===== config.mk =====
export PLATFORM = sky130hd
export DESIGN_NAME = gate_bist_ctrl_flat
export DESIGN_NICKNAME = d
export VERILOG_FILES = /design/src/rtl/gate_bist_if.sv /design/src/rtl/gate_bist_ctrl.sv /design/src/flat_wrapper.sv
export SDC_FILE = /design/constraint.sdc
export NUM_CORES = 1
export LEC_CHECK = 0
export BUFFER_PORTS_ARGS = -buffer_cell sky130_fd_sc_hd__clkbuf_2
export CAP_MARGIN = 20
export CORE_MARGIN = 2
export CORE_UTILIZATION = 47
export CTS_CLUSTER_SIZE = 25
export DETAILED_ROUTE_END_ITERATION = 16
export PLACE_DENSITY = 0.73
export SETUP_SLACK_MARGIN = 0.3
export SYNTH_ARGS = -nofsm -noshare
export SYNTH_HDL_FRONTEND = slang
export SYNTH_SLANG_ARGS = --single-unit

===== constraint.sdc =====
create_clock -name clk -period 2 [get_ports clk]
set_clock_uncertainty 0.2 [all_clocks]
set_input_delay 0.3 -clock clk [delete_from_list [all_inputs] [get_ports clk]]
set_output_delay 0.3 -clock clk [all_outputs]
set_load 0.01 [all_outputs]

===== src/rtl/gate_bist_if.sv =====
// Host/gate-side signal bundle for the gate BIST sequencer.
// The master drives stimulus and gate response; the slave is the sequencer.
interface gate_bist_if #(
    parameter int N_IN = 2
);
    logic                 start;
    logic                 abort;
    logic [2**N_IN-1:0]   truth_tbl;
    logic                 gate_y;
    logic [N_IN-1:0]      gate_in;
    logic                 busy;
    logic                 done;
    logic                 pass;
    logic [N_IN:0]        fail_cnt;
    logic [N_IN-1:0]      fail_idx;

    modport master (
        output start, abort, truth_tbl, gate_y,
        input  gate_in, busy, done, pass, fail_cnt, fail_idx
    );

    modport slave (
        input  start, abort, truth_tbl, gate_y,
        output gate_in, busy, done, pass, fail_cnt, fail_idx
    );
endinterface


===== src/rtl/gate_bist_ctrl.sv =====
// Exhaustive-vector BIST sequencer for an N_IN-input combinational gate.
// Walks every input vector, samples gate_y after a settle window, scores it.
module gate_bist_ctrl #(
    parameter int N_IN          = 2,
    parameter int SETTLE_CYCLES = 2
) (
    input logic        clk,
    input logic        rst,
    gate_bist_if.slave bus
);
    localparam int NV = 2**N_IN;
    localparam int CW = (SETTLE_CYCLES > 1) ? $clog2(SETTLE_CYCLES) : 1;
    localparam logic [CW-1:0]   CNT_LAST = CW'(SETTLE_CYCLES - 1);
    localparam logic [N_IN-1:0] VEC_LAST = '1;

    typedef enum logic [1:0] {IDLE, SETTLE, CHECK, DONE} state_t;

    state_t          state_q, state_d;
    logic [NV-1:0]   tbl_q, tbl_d;
    logic [N_IN-1:0] gate_in_q, gate_in_d;
    logic [CW-1:0]   cnt_q, cnt_d;
    logic            pass_q, pass_d;
    logic [N_IN:0]   fail_cnt_q, fail_cnt_d;
    logic [N_IN-1:0] fail_idx_q, fail_idx_d;
    logic            miss;

    assign miss = bus.gate_y != tbl_q[gate_in_q];

    always_ff @(posedge clk or posedge rst) begin
        if (rst) begin
            state_q    <= IDLE;
            tbl_q      <= '0;
            gate_in_q  <= '0;
            cnt_q      <= '0;
            pass_q     <= 1'b0;
            fail_cnt_q <= '0;
            fail_idx_q <= '0;
        end else begin
            state_q    <= state_d;
            tbl_q      <= tbl_d;
            gate_in_q  <= gate_in_d;
            cnt_q      <= cnt_d;
            pass_q     <= pass_d;
            fail_cnt_q <= fail_cnt_d;
            fail_idx_q <= fail_idx_d;
        end
    end

    always_comb begin
        state_d    = state_q;
        tbl_d      = tbl_q;
        gate_in_d  = gate_in_q;
        cnt_d      = cnt_q;
        pass_d     = pass_q;
        fail_cnt_d = fail_cnt_q;
        fail_idx_d = fail_idx_q;
        unique case (state_q)
            IDLE: begin
                if (bus.start) begin
                    state_d    = SETTLE;
                    tbl_d      = bus.truth_tbl;
                    gate_in_d  = '0;
                    cnt_d      = '0;
                    pass_d     = 1'b0;
                    fail_cnt_d = '0;
                    fail_idx_d = '0;
                end
            end
            SETTLE: begin
                if (bus.abort) begin
                    state_d   = IDLE;
                    gate_in_d = '0;
                    cnt_d     = '0;
                    pass_d    = 1'b0;
                end else begin
                    cnt_d = cnt_q + 1'b1;
                    if (cnt_q == CNT_LAST) state_d = CHECK;
                end
            end
            CHECK: begin
                // abort wins over the compare of this cycle
                if (bus.abort) begin
                    state_d   = IDLE;
                    gate_in_d = '0;
                    cnt_d     = '0;
                    pass_d    = 1'b0;
                end else begin
                    if (miss) begin
                        fail_cnt_d = fail_cnt_q + 1'b1;
                        if (fail_cnt_q == '0) fail_idx_d = gate_in_q;
                    end
                    if (gate_in_q == VEC_LAST) begin
                        state_d = DONE;
                        pass_d  = (fail_cnt_d == '0);
                    end else begin
                        state_d   = SETTLE;
                        gate_in_d = gate_in_q + 1'b1;
                        cnt_d     = '0;
                    end
                end
            end
            DONE: state_d = IDLE;
            default: state_d = IDLE;
        endcase
    end

    assign bus.gate_in  = gate_in_q;
    assign bus.busy     = (state_q != IDLE);
    assign bus.done     = (state_q == DONE);
    assign bus.pass     = pass_q;
    assign bus.fail_cnt = fail_cnt_q;
    assign bus.fail_idx = fail_idx_q;
endmodule


===== src/flat_wrapper.sv =====
// flat-port wrapper written by rule: the top's interface ports become plain ports
module gate_bist_ctrl_flat 
#(
    parameter int N_IN          = 2,
    parameter int SETTLE_CYCLES = 2
)
  (clk, rst, bus_start, bus_abort, bus_truth_tbl, bus_gate_y, bus_gate_in, bus_busy, bus_done, bus_pass, bus_fail_cnt, bus_fail_idx);
  gate_bist_if #(.N_IN(N_IN)) bus_i ();
  input logic clk;
  input logic rst;
  input wire logic [$bits(bus_i.start)-1:0] bus_start;
  input wire logic [$bits(bus_i.abort)-1:0] bus_abort;
  input wire logic [$bits(bus_i.truth_tbl)-1:0] bus_truth_tbl;
  input wire logic [$bits(bus_i.gate_y)-1:0] bus_gate_y;
  output wire logic [$bits(bus_i.gate_in)-1:0] bus_gate_in;
  output wire logic [$bits(bus_i.busy)-1:0] bus_busy;
  output wire logic [$bits(bus_i.done)-1:0] bus_done;
  output wire logic [$bits(bus_i.pass)-1:0] bus_pass;
  output wire logic [$bits(bus_i.fail_cnt)-1:0] bus_fail_cnt;
  output wire logic [$bits(bus_i.fail_idx)-1:0] bus_fail_idx;
  assign bus_i.start = bus_start;
  assign bus_i.abort = bus_abort;
  assign bus_i.truth_tbl = bus_truth_tbl;
  assign bus_i.gate_y = bus_gate_y;
  assign bus_gate_in = bus_i.gate_in;
  assign bus_busy = bus_i.busy;
  assign bus_done = bus_i.done;
  assign bus_pass = bus_i.pass;
  assign bus_fail_cnt = bus_i.fail_cnt;
  assign bus_fail_idx = bus_i.fail_idx;
  gate_bist_ctrl #(.N_IN(N_IN), .SETTLE_CYCLES(SETTLE_CYCLES)) u_core (.clk(clk), .rst(rst), .bus(bus_i));
endmodule

Yosys cells after proc, flatten, opt, wreduce, memory -nomap -nowiden. Cells that the tools add are included.

Register bits after elaboration: 15. Output and inout bits: 10.

Add/sub/neg operators: 3. $lt $le $gt $ge: 1. Equality and inequality tests: 13. Mux-type cells: 32. Reductions and logical operators: 13.

Operator list (count): $mux 2 (12); $mux 3 (5); $mux 1 (8); $pmux 2 s4 (1); $reduce_and 4->1 (2); $eq 2x2->1 const B (3); $logic_not 3->1 (2); $ne 2x2->1 const B (3); $ne 3x2->1 const B (2); $pmux 1 s3 (2); $pmux 2 s3 (1); $pmux 3 s2 (1); $reduce_and 3->1 (2); $reduce_and 5->1 (1); $ne 2x1->1 const B (2); $pmux 2 s2 (1); $reduce_and 2->1 (2); $reduce_bool 2->1 (2); $add 3x1->3 const B (1); $lt 2x3->1 const B (1); $ne 3x3->1 const B (1); $reduce_bool 3->1 (1); $add 2x1->2 const B (1); $bmux 1 s2 (1); other kinds (4) (4).

Longest topological paths before layout.
Word-level depth: 10. Mapped depth: 5. Mapped depth without buffers: 5.

Worst setup path before layout. No wires, ideal clock.

Path type: reg-to-reg. From: reg u_core.gate_in_q[0] (netlist: u_core.bus.gate_in[0]). To: reg u_core.pass_q (netlist: u_core.bus.pass). Setup time: 104 ps. Arrival time: 1721 ps. Setup slack: -25 ps. Stages on the path, launching flop included: 6. Buffers on the path: 1. Period minus slack after synthesis: 2025 ps. Cells stage by stage: dfrtp_1 -> buf_6 -> mux4_2 -> xor2_4 -> mux2i_1 -> o41ai_2.

Cells in the longest elaborated chain, start to end: 10.

RTL lines: start: declaration (RTL line gate_bist_ctrl.sv:20) `logic [N_IN-1:0] gate_in_q, gate_in_d;`; start signal: assignment (RTL line gate_bist_ctrl.sv:41) `gate_in_q <= gate_in_d;`; $bmux 1 s2 (RTL line gate_bist_ctrl.sv:27) `assign miss = bus.gate_y != tbl_q[gate_in_q];`; $mux 1 (implied by the code) (RTL line gate_bist_ctrl.sv:27); $ne 1x1->1 (RTL line gate_bist_ctrl.sv:27); $mux 3 (RTL line gate_bist_ctrl.sv:88) `if (miss) begin`; $mux 3 (RTL line gate_bist_ctrl.sv:82) `if (bus.abort) begin`; $mux 3 (RTL line gate_bist_ctrl.sv:57) `unique case (state_q)`; $logic_not 3->1 (RTL line gate_bist_ctrl.sv:94) `pass_d = (fail_cnt_d == '0);`; $mux 1 (RTL line gate_bist_ctrl.sv:92) `if (gate_in_q == VEC_LAST) begin`; $mux 1 (RTL line gate_bist_ctrl.sv:82); $pmux 1 s3 (RTL line gate_bist_ctrl.sv:57); end signal: assignment (RTL line gate_bist_ctrl.sv:43) `pass_q <= pass_d;`; end: declaration (RTL line gate_bist_ctrl.sv:22) `logic pass_q, pass_d;`.

Several ways; a longest one is shown, not always the timed one. The select of a mux whose other input is x is not followed. A chain may end at the register's enable or synchronous reset.

Worst setup path in the final report. Ends and elaborated chain as after synthesis.

==> flow_summary.json <==
{
  "synth_flop_cell": "dfrtp_1",
  "synth.net_count": 101,
  "routed_wl_um": 1910,
  "layout_min_cycle_time_ns": 1.91,
  "synth_compound_area_share_pct": 16.5,
  "hold_viol_final": 0,
  "hp-class": "primary input to register",
  "max-vdd-ir-drop_mv": 0.695,
  "clockPowerShare_pct": 14.5,
  "ff2ff_path_depth": 4,
  "powerDensity_mw_per_mm2": 1070,
  "startpoint": "u_core.bus.gate_in[0]",
  "grt_pass1_vias": 700,
  "synth_area_sq_um": 911,
  "synthAdderAreaFrac_pct": 4.12,
  "core_area_sq_mm": 0.00178,
  "worst_pin_slew_ns": 0.582,
  "ant_nets": 0,
  "start_kind": "register",
  "grt_antenna_before_repair": 0,
  "cap_viol_max_count": 0,
  "p_int_w": 0.000733,
  "crit_required_ns": 1.98,
  "cts_tree": "yes",
  "slowest_stage": "mux4_2",
  "synth-async-reset-ratio_pct": 100,
  "track_usage_pct": 19.9,
  "critical_path_class": "register to register",
  "area_delta_synth_final_pct": 22.9,
  "dp_hpwl_um": 1440,
  "most-common-layout-cells": "clkbuf_2 (18), dfrtp_1 (14), nor2_1 (9)",
  "synth_cells": 89,
  "cts-root-buf": "clkbuf_4",
  "synthMuxAreaShare_pct": 12.9,
  "num_antenna_cells": 0,
  "drv_slew": 0,
  "syn_area_per_cell_sq_um": 10.2,
  "synth_edf_count": 0,
  "numCtsBuffers": 3,
  "cp_max_fo": 7,
  "slowest_delay_ns": 0.58,
  "stdcell_count": 141,
  "swShare_pct": 38.7,
  "die_area_sq_mm": 0.00231,
  "viasPerCell": 5.37,
  "postPlaceCellArea_sq_mm": 0.00105,
  "synth_top_family_by_area": "simple AND/OR/NAND/NOR gates",
  "first_iter_violations": 9,
  "ys_seq_area_share_pct": 41.2,
  "r2r_slack_ns": 0.09,
  "place.gp.congestion": 0.797,
  "grt_overflow": 0,
  "synth_cell_types": 35,
  "ys_seq_elements": 15,
  "synth-simple-area-share_pct": 17.6,
  "setup_slack_ns": 0.0947,
  "dr.pass1.iters": 4,
  "min_period_over_period_pct": 95.3,
  "num_io_pins": 19,
  "cts_num_sinks": 15,
  "num-nets-final": 129,
  "r2r_end": "u_core.bus.pass",
  "mostFrequentLayoutCell": "clkbuf_2",
  "drive_above_1_share_pct": 35.3,
  "start_util_pct": 51.1,
  "hold_start": "bus_truth_tbl[1]",
  "rsz0062_at_grt": "yes",
  "r2r-start": "u_core.bus.gate_in[0]",
  "leakage_nw": 0.540,
  "dpl_worst_slack_ns": 0.0884,
  "relSlewSlack_pct": 61.2,
  "setup_viol": 0,
  "yosys_warnings": 0,
  "final_cell_area_sq_mm": 0.00112,
  "crit_path_end_kind": "register",
  "wire_per_inst_um": 13.5,
  "dr_total_vias": 757,
  "rows": 15,
  "drc": 0,
  "die_x_um": 48.0,
  "clkLatencyLatePin_ns": 0.28,
  "outcome": "finished clean",
  "grt_pass1_wl_um": 3150,
  "clock.fmax_ghz": 0.525,
  "cp-endpoint": "u_core.bus.pass",
  "clk_pin_slew_ns": 0.09,
  "seqPwrFrac_pct": 36.6,
  "worstPathArrival_ns": 1.89,
  "die-height_um": 48.0,
  "htreeDepth": 1,
  "dp_cells": 134,
  "crit_chain": "mux4_2 -> xor2_4 -> mux2i_1 -> o41ai_2",
  "portBuffers": 18,
  "grt_max_degree": 16,
  "p_comb_share_pct": 48.9,
  "p_switching_w": 0.000463,
  "clockBufferDepth": 2,
  "synth_xor_area_share_pct": 3.98
}
## Yosys cell counts, types with 2 or more instances
| library cell | count | area share (%) |
|---|---|---|
| a21boi_0 | 2 | 1.6 |
| a21o_1 | 2 | 1.6 |
| a21oi_1 | 3 | 1.6 |
| a22o_1 | 3 | 2.9 |
| a31oi_1 | 2 | 1.4 |
| dfrtp_1 | 15 | 41 |
| ha_1 | 3 | 4.1 |
| inv_1 | 5 | 2.1 |
| mux2_2 | 4 | 4.9 |
| mux2i_1 | 5 | 5.5 |
| nand2_1 | 5 | 2.1 |
| nand2b_1 | 2 | 1.4 |
| nand3_1 | 3 | 1.6 |
| nand3b_1 | 2 | 1.6 |
| nor2_1 | 10 | 4.1 |
| o21ai_0 | 2 | 1.1 |
| o21ai_1 | 2 | 1.1 |
| o22ai_1 | 2 | 1.4 |
## worst min-delay path by stage
stage | slack, ns | to | depth (start not counted)
detailed placement | 0.17 | u_core.bus.gate_in[1] | 2
finish | 0.05 | u_core.tbl_q[1] | 2
CTS | 0.05 | u_core.tbl_q[1] | 2
global placement | 0.17 | u_core.bus.gate_in[1] | 2
global route | 0.05 | u_core.tbl_q[3] | 2
floorplan | 0.001 | u_core.bus.fail_cnt[0] | 1
## critical path: cells and delay by family, from the launching register on
kind	cells	cell delay [ns]
AOI/OAI and AO/OA	1	0.30
xor gates and xnor gates	1	0.23
muxes	2	0.70
DFF	1	0.38
## power by group through the flow
stage	Sequential, W	Combinational, W	Clock (W)
5_1_grt	0.000453	0.000641	0.000192
3_3_place_gp	0.000439	0.000543	0
4_1_cts	0.000438	0.000572	0.000178
6_report	0.000438	0.000585	0.000173
2_1_floorplan	0.000444	0.000427	0
3_5_place_dp	0.000445	0.000558	0
## area by class of cell
class	count	area, sq um
fillers	161	663
multi-input cells	67	522
flip-flops and latches	15	377
repair buffers	25	145
well taps	25	31.3
clock buffers	4	26.3
inverters	5	18.8
## what timing repair did
action / 4_1_cts / 5_1_grt
setup buffers: 1 / 1
hold buffers: 1 / 0
resized for setup: 3 / 3
pin swaps: 2 / 1
endpoints found under the hold margin: 15 / 0
setup endpoints to repair: 10 / 8
## per-stage QoR
step / hold WS (ns) / TNS [ns] / utilization, % / total power [W]
floorplan: 0.00148 / -0.0248 / - / 0.000870
global placement: 0.167 / 0 / 58.7 / 0.000982
global route: 0.0516 / 0 / 62.8 / 0.00129
detailed placement: 0.171 / 0 / 58.7 / 0.00100
CTS: 0.0460 / 0 / 61.7 / 0.00119
finish: 0.0485 / 0 / 62.8 / 0.00120
## sequential cells by signal (all words and copies together), names as in the netlist
signal and flops:
u_core.tbl_q 4, u_core.bus.fail_cnt 3, u_core.bus.fail_idx 2, u_core.bus.gate_in 2
u_core.state_q 2, u_core.bus.pass 1, u_core.cnt_q 1
## per-layer routing
layer | vias up | global-route usage [%] | wire (um)
li1 | 376 | - | -
met1 | 365 | 27.5 | 919
met2 | 14 | 29.9 | 917
met3 | 2 | 4.91 | 55
met4 | 0 | 8.11 | 14
met5 | - | 0 | 0
## cells by family after synthesis
| logic type | count (synthesis) |
|---|---|
| mux | 10 |
| simple gates | 31 |
| fa+ha+maj | 3 |
| buf+inv | 7 |
| xor+xnor | 2 |
| flops | 15 |
| compound gates | 21 |
No activity file was read; power rests on OpenSTA's default activity.
